<file path="config.mk">
export PLATFORM = sky130hd
export DESIGN_NAME = cdc_hs_src
export DESIGN_NICKNAME = d
export VERILOG_FILES = /design/src/rtl/cdc_hs_src.sv
export SDC_FILE = /design/constraint.sdc
export NUM_CORES = 1
export LEC_CHECK = 0
export BUFFER_PORTS_ARGS = -buffer_cell sky130_fd_sc_hd__buf_2
export CORE_MARGIN = 4
export CORE_UTILIZATION = 49
export CTS_BUF_LIST = sky130_fd_sc_hd__clkbuf_16
export DETAILED_ROUTE_END_ITERATION = 8
export PLACE_DENSITY = 0.83
export REMOVE_ABC_BUFFERS = 1
export SYNTH_ARGS = -nofsm -noshare
export SYNTH_HDL_FRONTEND = slang
export SYNTH_SLANG_ARGS = --single-unit
</file>
<file path="constraint.sdc">
create_clock -name clk -period 2.4 [get_ports clk]
set_input_delay 0 -clock clk [delete_from_list [all_inputs] [get_ports clk]]
set_output_delay 0 -clock clk [all_outputs]
set_load 0.005 [all_outputs]
</file>
<file path="src/rtl/cdc_hs_src.sv">
// rtl/cdc_hs_src.sv - source half of a toggle (2-phase) req/ack CDC handshake
// Optional ack-wait timeout is enabled by defining CDC_HS_TIMEOUT_EN.
module cdc_hs_src #(
    parameter int DATA_W    = 32,
    parameter int TIMEOUT_W = 16
) (
    input  logic              clk,
    input  logic              rst_n,
    input  logic              in_valid,
    output logic              in_ready,
    input  logic [DATA_W-1:0] in_data,
    output logic              req_tgl,
    output logic [DATA_W-1:0] xfer_data,
    input  logic              ack_sync,
    output logic              busy,
    output logic [7:0]        xfer_cnt,
    output logic              timeout_err
);

    typedef enum logic {
        IDLE     = 1'b0,
        WAIT_ACK = 1'b1
    } state_t;

    state_t state;
    state_t state_nxt;
    logic   ack_match;
    logic   accept;

    // The far side has caught up whenever its returned toggle equals ours.
    assign ack_match = (ack_sync == req_tgl);
    assign accept    = in_valid && in_ready;

    always_ff @(posedge clk) begin
        if (!rst_n) begin
            state <= IDLE;
        end else begin
            state <= state_nxt;
        end
    end

    always_comb begin
        state_nxt = state;
        case (state)
            IDLE:     if (accept)    state_nxt = WAIT_ACK;
            WAIT_ACK: if (ack_match) state_nxt = IDLE;
            default:                 state_nxt = IDLE;
        endcase
    end

    always_comb begin
        in_ready = 1'b0;
        busy     = 1'b0;
        case (state)
            IDLE:     in_ready = ack_match;
            WAIT_ACK: busy     = 1'b1;
            default: begin
                in_ready = 1'b0;
                busy     = 1'b0;
            end
        endcase
    end

    // xfer_data and req_tgl only move on an accept, so both stay frozen while busy.
    always_ff @(posedge clk) begin
        if (!rst_n) begin
            req_tgl   <= 1'b0;
            xfer_data <= '0;
            xfer_cnt  <= 8'd0;
        end else begin
            if (accept) begin
                xfer_data <= in_data;
                req_tgl   <= ~req_tgl;
            end
            if (busy && ack_match) begin
                xfer_cnt <= xfer_cnt + 8'd1;
            end
        end
    end

`ifdef CDC_HS_TIMEOUT_EN
    localparam logic [TIMEOUT_W-1:0] WAIT_MAX = '1;
    localparam logic [TIMEOUT_W-1:0] WAIT_PRE = WAIT_MAX - 1'b1;

    logic [TIMEOUT_W-1:0] wait_cnt;
    logic                 timeout_q;

    // Saturating wait counter; the flag is raised on the edge it reaches all-ones.
    always_ff @(posedge clk) begin
        if (!rst_n) begin
            wait_cnt  <= '0;
            timeout_q <= 1'b0;
        end else if (accept) begin
            wait_cnt <= '0;
        end else if (busy && (wait_cnt != WAIT_MAX)) begin
            wait_cnt <= wait_cnt + 1'b1;
            if (wait_cnt == WAIT_PRE) begin
                timeout_q <= 1'b1;
            end
        end
    end

    assign timeout_err = timeout_q;
`else
    assign timeout_err = 1'b0;
`endif

endmodule
</file>
# Word-level counts from Yosys, hierarchy flattened
# Cells that the tools add are included.
op_classes:
  mul: 0
  order_cmp: 0
  div: 0
  shifts: 0
  n_reduce_logical: 2
  bitwise_logic: 2
  eq_ne: 1
  muxes: 5
  n_addsub: 1
op_table:
  columns: ["op", "count"]
  rows:
  - ["$add A8 B1 Y8 const B", 1]
  - ["$mux W1", 4]
  - ["$logic_and A1 B1 Y1", 2]
  - ["$not A1 Y1", 2]
  - ["$pmux W1 S2", 1]
  - ["$eq A1 B1 Y1", 1]
totals:
  n_memories: 0
  out_inout_bits: 44
  ramBits: 0
  input_bits: 36
  mem_bits_ro: 0
  wordCells: 15
  latchBits: 0
  regBits: 42

# Longest topological paths before layout
logic_depth:
  depth_word: 5
  ltp_mapped: 6
  mapped_depth_nobuf: 4

# Least setup slack after synthesis
# Ideal clock, no wire load.
synth_timing:
  path_kind: "reg-to-reg"
  startpoint: "register req_tgl"
  endpoint: "register xfer_cnt[5]"
  path_slack_ps: 1059
  path_stages_with_launch: 4
  period_less_slack_ps: 1341
  arrival_time_ps: 1270
  setup_ps: 70
  path_buffers: 0
  required_ps: 2330
  path_cell_list: "dfxtp_1 > xor2_2 > or4_1 > a21oi_1"
synth_between:
  elab_chain_cells: 2
synth_lines:
  columns: ["element", "line_no", "rtl"]
  rows:
  - ["start, declared", "12", "output logic req_tgl,"]
  - ["start signal, assigned", "73", "req_tgl <= ~req_tgl;"]
  - ["$eq A1 B1 Y1", "31", "assign ack_match = (ack_sync == req_tgl);"]
  - ["$logic_and A1 B1 Y1", "75", "if (busy && ack_match) begin"]
  - ["end signal, assigned", "76", "xfer_cnt <= xfer_cnt + 8'd1;"]
  - ["end, declared", "16", "output logic [7:0] xfer_cnt,"]
# No other way between the ends.
# A chain may end at the register's enable or synchronous reset.

# Final worst setup path
layout_timing:
  startpoint: "register req_tgl"
  endpoint: "register xfer_data[22]"
layout_between:
  elab_chain_cells: 3
layout_lines:
  columns: ["element", "line_no", "rtl"]
  rows:
  - ["$eq A1 B1 Y1", "31", null]
  - ["$mux W1", "54", "case (state)"]
  - ["$logic_and A1 B1 Y1", "32", "assign accept = in_valid && in_ready;"]
  - ["end signal, assigned", "72", "xfer_data <= in_data;"]
  - ["end, declared", "13", "output logic [DATA_W-1:0] xfer_data,"]
# No other way between the ends.

==> impl.org <==
** GRT
- Vias in the first global route :: about 1800
- Entering global routing, the biggest net connects 37 pins.
- Gr ovfl total :: 0
- In the global route stage, overall resource usage came out at 22.8%.
- The number of antenna violations at the first check in global routing came to 0.
- First-pass GRT wire length :: between 7000 and 8000 um

** Placed design
- Worst slack, placed :: 0.427 ns
- Cells after DPL :: between 300 and 400
- Input and output buffers added on the ports amount to 78.
- Routability-driven placement finished with a final weighted congestion of ~0.72.
- DP Area :: about 0.0021 mm2
- Total half-perimeter wirelength after legalization and detailed placement :: 3020 um

** Critical path
- Worst Path Arrival :: 2.18 ns
- The worst setup path is captured at a flop.
- Required time of the critical path :: between 2 and 3 ns
- STA classifies the critical path startpoint as a flop.
- Worst-case register-to-register setup slack :: approximately 0.43 ns
- Setup CP Type :: flop to flop
- Critical path fanouts, max :: 36

** Clocking
- The tree built by TritonCTS fans out to 42 sinks.
- In this run the clock root is driven by a clkbuf_16.
- Reg clk slew, reported paths :: 0.06 ns
- The H-tree generated during clock tree synthesis spans 2 levels.
- The clock reaches the later pin of the worst-skew pair after ~0.28 ns.
- The number of clock buffers added by TritonCTS is 5.
- Max Buffers Root-to-Sink :: 2
- Clock tree from TritonCTS :: built

** Timing
- At the pin with the least slew margin, the transition time is approximately 0.89 ns.
- The hold violation total from the final report came to 0.
- Final Critical Period :: around 2.0 ns
- Measured against its own limit, the worst slew margin works out to between 40% and 50%.
- Setup WS post-layout :: about 0.43 ns
- Setup repair after global routing left no endpoint under its margin.
- Post-route clock period utilization :: slightly above 80%
- Final Slew Violations :: 0
- Across all hold checks on the routed design, the worst slack comes to about 0.0037 ns.
- In the final timing run, aggregate negative setup slack is 0 ns.
- Final setup vio count :: 0
- Max Clock Freq :: between 500 and 600 MHz
- On the final layout, the worst clock skew is 0.00299 ns.

** Synthesis
- Post-synthesis cell type count :: 26
- Sequential elements use about 49% of the synthesized area.
- Each instance of the synthesized netlist takes up on average ~8.5 um2.
- Cell count after synthesis :: between 200 and 250
- The Yosys step of the flow raised 0 warnings.
- Netlist Area Pre-Place :: ~0.0017 mm2
- Synthesis inferred 42 register bits.

** Finish
- Post-route cell area :: 0.00255 mm2
- Non-filler cells, final :: 350
- Filler cells :: around 270
- The area growth from synthesis to layout is 47.9%.
- Antenna diode count :: 0
- The post-route netlist has 31.6% of its cells at a drive strength greater than 1.
- After the last flow step, the layout net total stands at 340.

** Run
- Across the run, the number of max-cap violations was 0.

** Power and ir drop
- Design internal power :: between 0.001 and 0.0015 W
- Part of the power in combinational logic :: 17.6%
- Registers are responsible for approximately 45% of the overall power.
- In this run the static leakage power is 1.11 nW.
- The clock network burns between 30% and 40% of the power.
- IR analysis of the VDD net gives a maximum drop of around 0.46 mV.
- Switch share :: approximately a quarter
- Power density of the placed cells :: roughly 660 mW/mm2
- Total net switching power :: 0.000440 W

** Floorplan
- The die is between 60 and 70 um tall.
- In this run the count of I/O pins placed on the die edge is 80.
- Die Width :: between 60 and 70 um
- The floorplan step defined a core boundary enclosing between 0.003 and 0.004 mm2.
- Cell Rows :: 21
- The floorplan step defined a die boundary enclosing 0.00453 mm2.
- For this configuration, the core starts out at a cell density of about half.

** Detailed routing
- Vias per inst :: approximately 5.4
- After detailed routing, the total wire length is about 5100 um.
- Violation count after the first detailed-route iteration :: around 170
- DRC violation count after routing :: 0
- Final antenna-violating net count :: 0
- In the final routed layout, each cell accounts on average for 14.5 um.
- Summing over every cut layer, the via total after detailed routing is between 1500 and 2000.
- For this run, the detailed router's first-pass iteration total came to 4.

** Worst hold path
- The path class of the tightest hold or removal check is input port to flop.

** Outcome
- Outcome :: finished clean
==> placed cells by master, fill, tap and decap left out, types with 5 or more instances in the layout <==
master | synthesis | layout
a21oi_1 | 39 | 39
buf_4 | 1 | 5
dfxtp_1 | 42 | 42
clkbuf_16 | 0 | 5
buf_2 | 2 | 78
nand3_1 | 36 | 36
inv_1 | 4 | 5
nand2_1 | 5 | 5
dlygate4sd3_1 | 0 | 29
o21ai_1 | 31 | 31
==> power groups by stage <==
stage               Clock [W]  Combinational, W  Sequential [W]
floorplan                   0          0.000126        0.000779
global route         0.000668          0.000325        0.000769
finish               0.000623          0.000297        0.000765
CTS                  0.000627          0.000295        0.000764
detailed placement          0          0.000258        0.000779
global placement            0          0.000251        0.000778
==> state kept, by name, indices dropped and copies added, names as in the netlist <==
| signal | cells |
|---|---|
| state | 1 |
| xfer_data | 32 |
| xfer_cnt | 8 |
| req_tgl | 1 |
==> cells by family (layout without fill, tap and decap cells) <==
logic type                 count (synthesis)  in the layout  share of synthesized area, %
xor gates and xnor gates                   2              2                          1.89
AOI/OAI and AO/OA                         78             78                          23.6
other                                      1              1                         0.217
muxes                                      2              2                          1.16
buffers and inverters                     24            124                          7.32
and+or+nand+nor                           54             54                          16.3
adders and majority gates                  1              1                         0.725
DFF                                       42             42                          48.7
==> critical path, cell delays in order, from the launching register on <==
cell and delay (ns):
dfxtp_1 0.56, xor2_4 0.75, buf_4 0.31, o21ai_1 0.10
a21oi_1 0.17
==> metal layers <==
layer | wire [um] | global-route usage [%] | vias up | part of all wire, %
li1 | - | - | 925 | -
met1 | 2030 | 25.7 | 859 | 40
met2 | 2490 | 38.0 | 77 | 49
met3 | 359 | 6.66 | 20 | 7.1
met4 | 178 | 13.4 | 0 | 3.5
met5 | 0 | 0 | - | 0
==> cells in the mapped netlist <==
library cell	instances	area share, %
dfxtp_1	42	49
a21oi_1	39	11
nand3_1	36	10
o21ai_1	31	9.0
clkbuf_1	13	2.8
nand2_1	5	1.1
buf_6	4	2.6
inv_1	4	0.87
nand2b_1	3	1.1
o31ai_1	3	1.3
or4_1	3	1.3
buf_2	2	0.58
mux2i_1	2	1.2
nor2_1	2	0.44
o21ai_0	2	0.58
o21ai_2	2	1.0
or3_2	2	0.87
a211oi_1	1	0.44
buf_4	1	0.44
conb_1	1	0.22
ha_1	1	0.73
nand4_1	1	0.36
nor2b_1	1	0.36
nor4_1	1	0.36
xnor2_2	1	0.94
xor2_2	1	0.94
==> final timing paths <==
path,from,endpoint,cells after the start
worst max-delay path,req_tgl$_SDFFE_PN0P_,xfer_data[22]$_SDFFE_PN0P_,4
worst min register to register,xfer_cnt[7]$_SDFFE_PN0P_,xfer_cnt[7]$_SDFFE_PN0P_,2
worst max register to register,req_tgl$_SDFFE_PN0P_,xfer_data[22]$_SDFFE_PN0P_,4
worst min-delay path,in_data[7],xfer_data[7]$_SDFFE_PN0P_,3
==> cell type report <==
type                       count  area, um2  share of cell area (%)
sequential                    42        841                    32.9
multi-input combinational    138        783                    30.7
timing repair buffer         112        718                    28.1
clock buffer                   5        125                    4.90
tap                           46       57.6                    2.25
inverter                       4       15.0                   0.588
clock inverter                 3       12.5                   0.490
==> timing repair <==
| action | in CTS | in global routing |
|---|---|---|
| hold endpoints to repair | 29 | 0 |
| hold buffers | 29 | 0 |
| resized for setup | 0 | 0 |
| buffers inserted | 0 | 0 |
==> through the flow <==
step	util (%)	power, W
finish	75.9	0.00169
CTS	75.9	0.00169
global route	75.9	0.00176
floorplan	-	0.000905
global placement	63.2	0.00103
detailed placement	63.2	0.00104
Power figures use the tool's default switching activity.
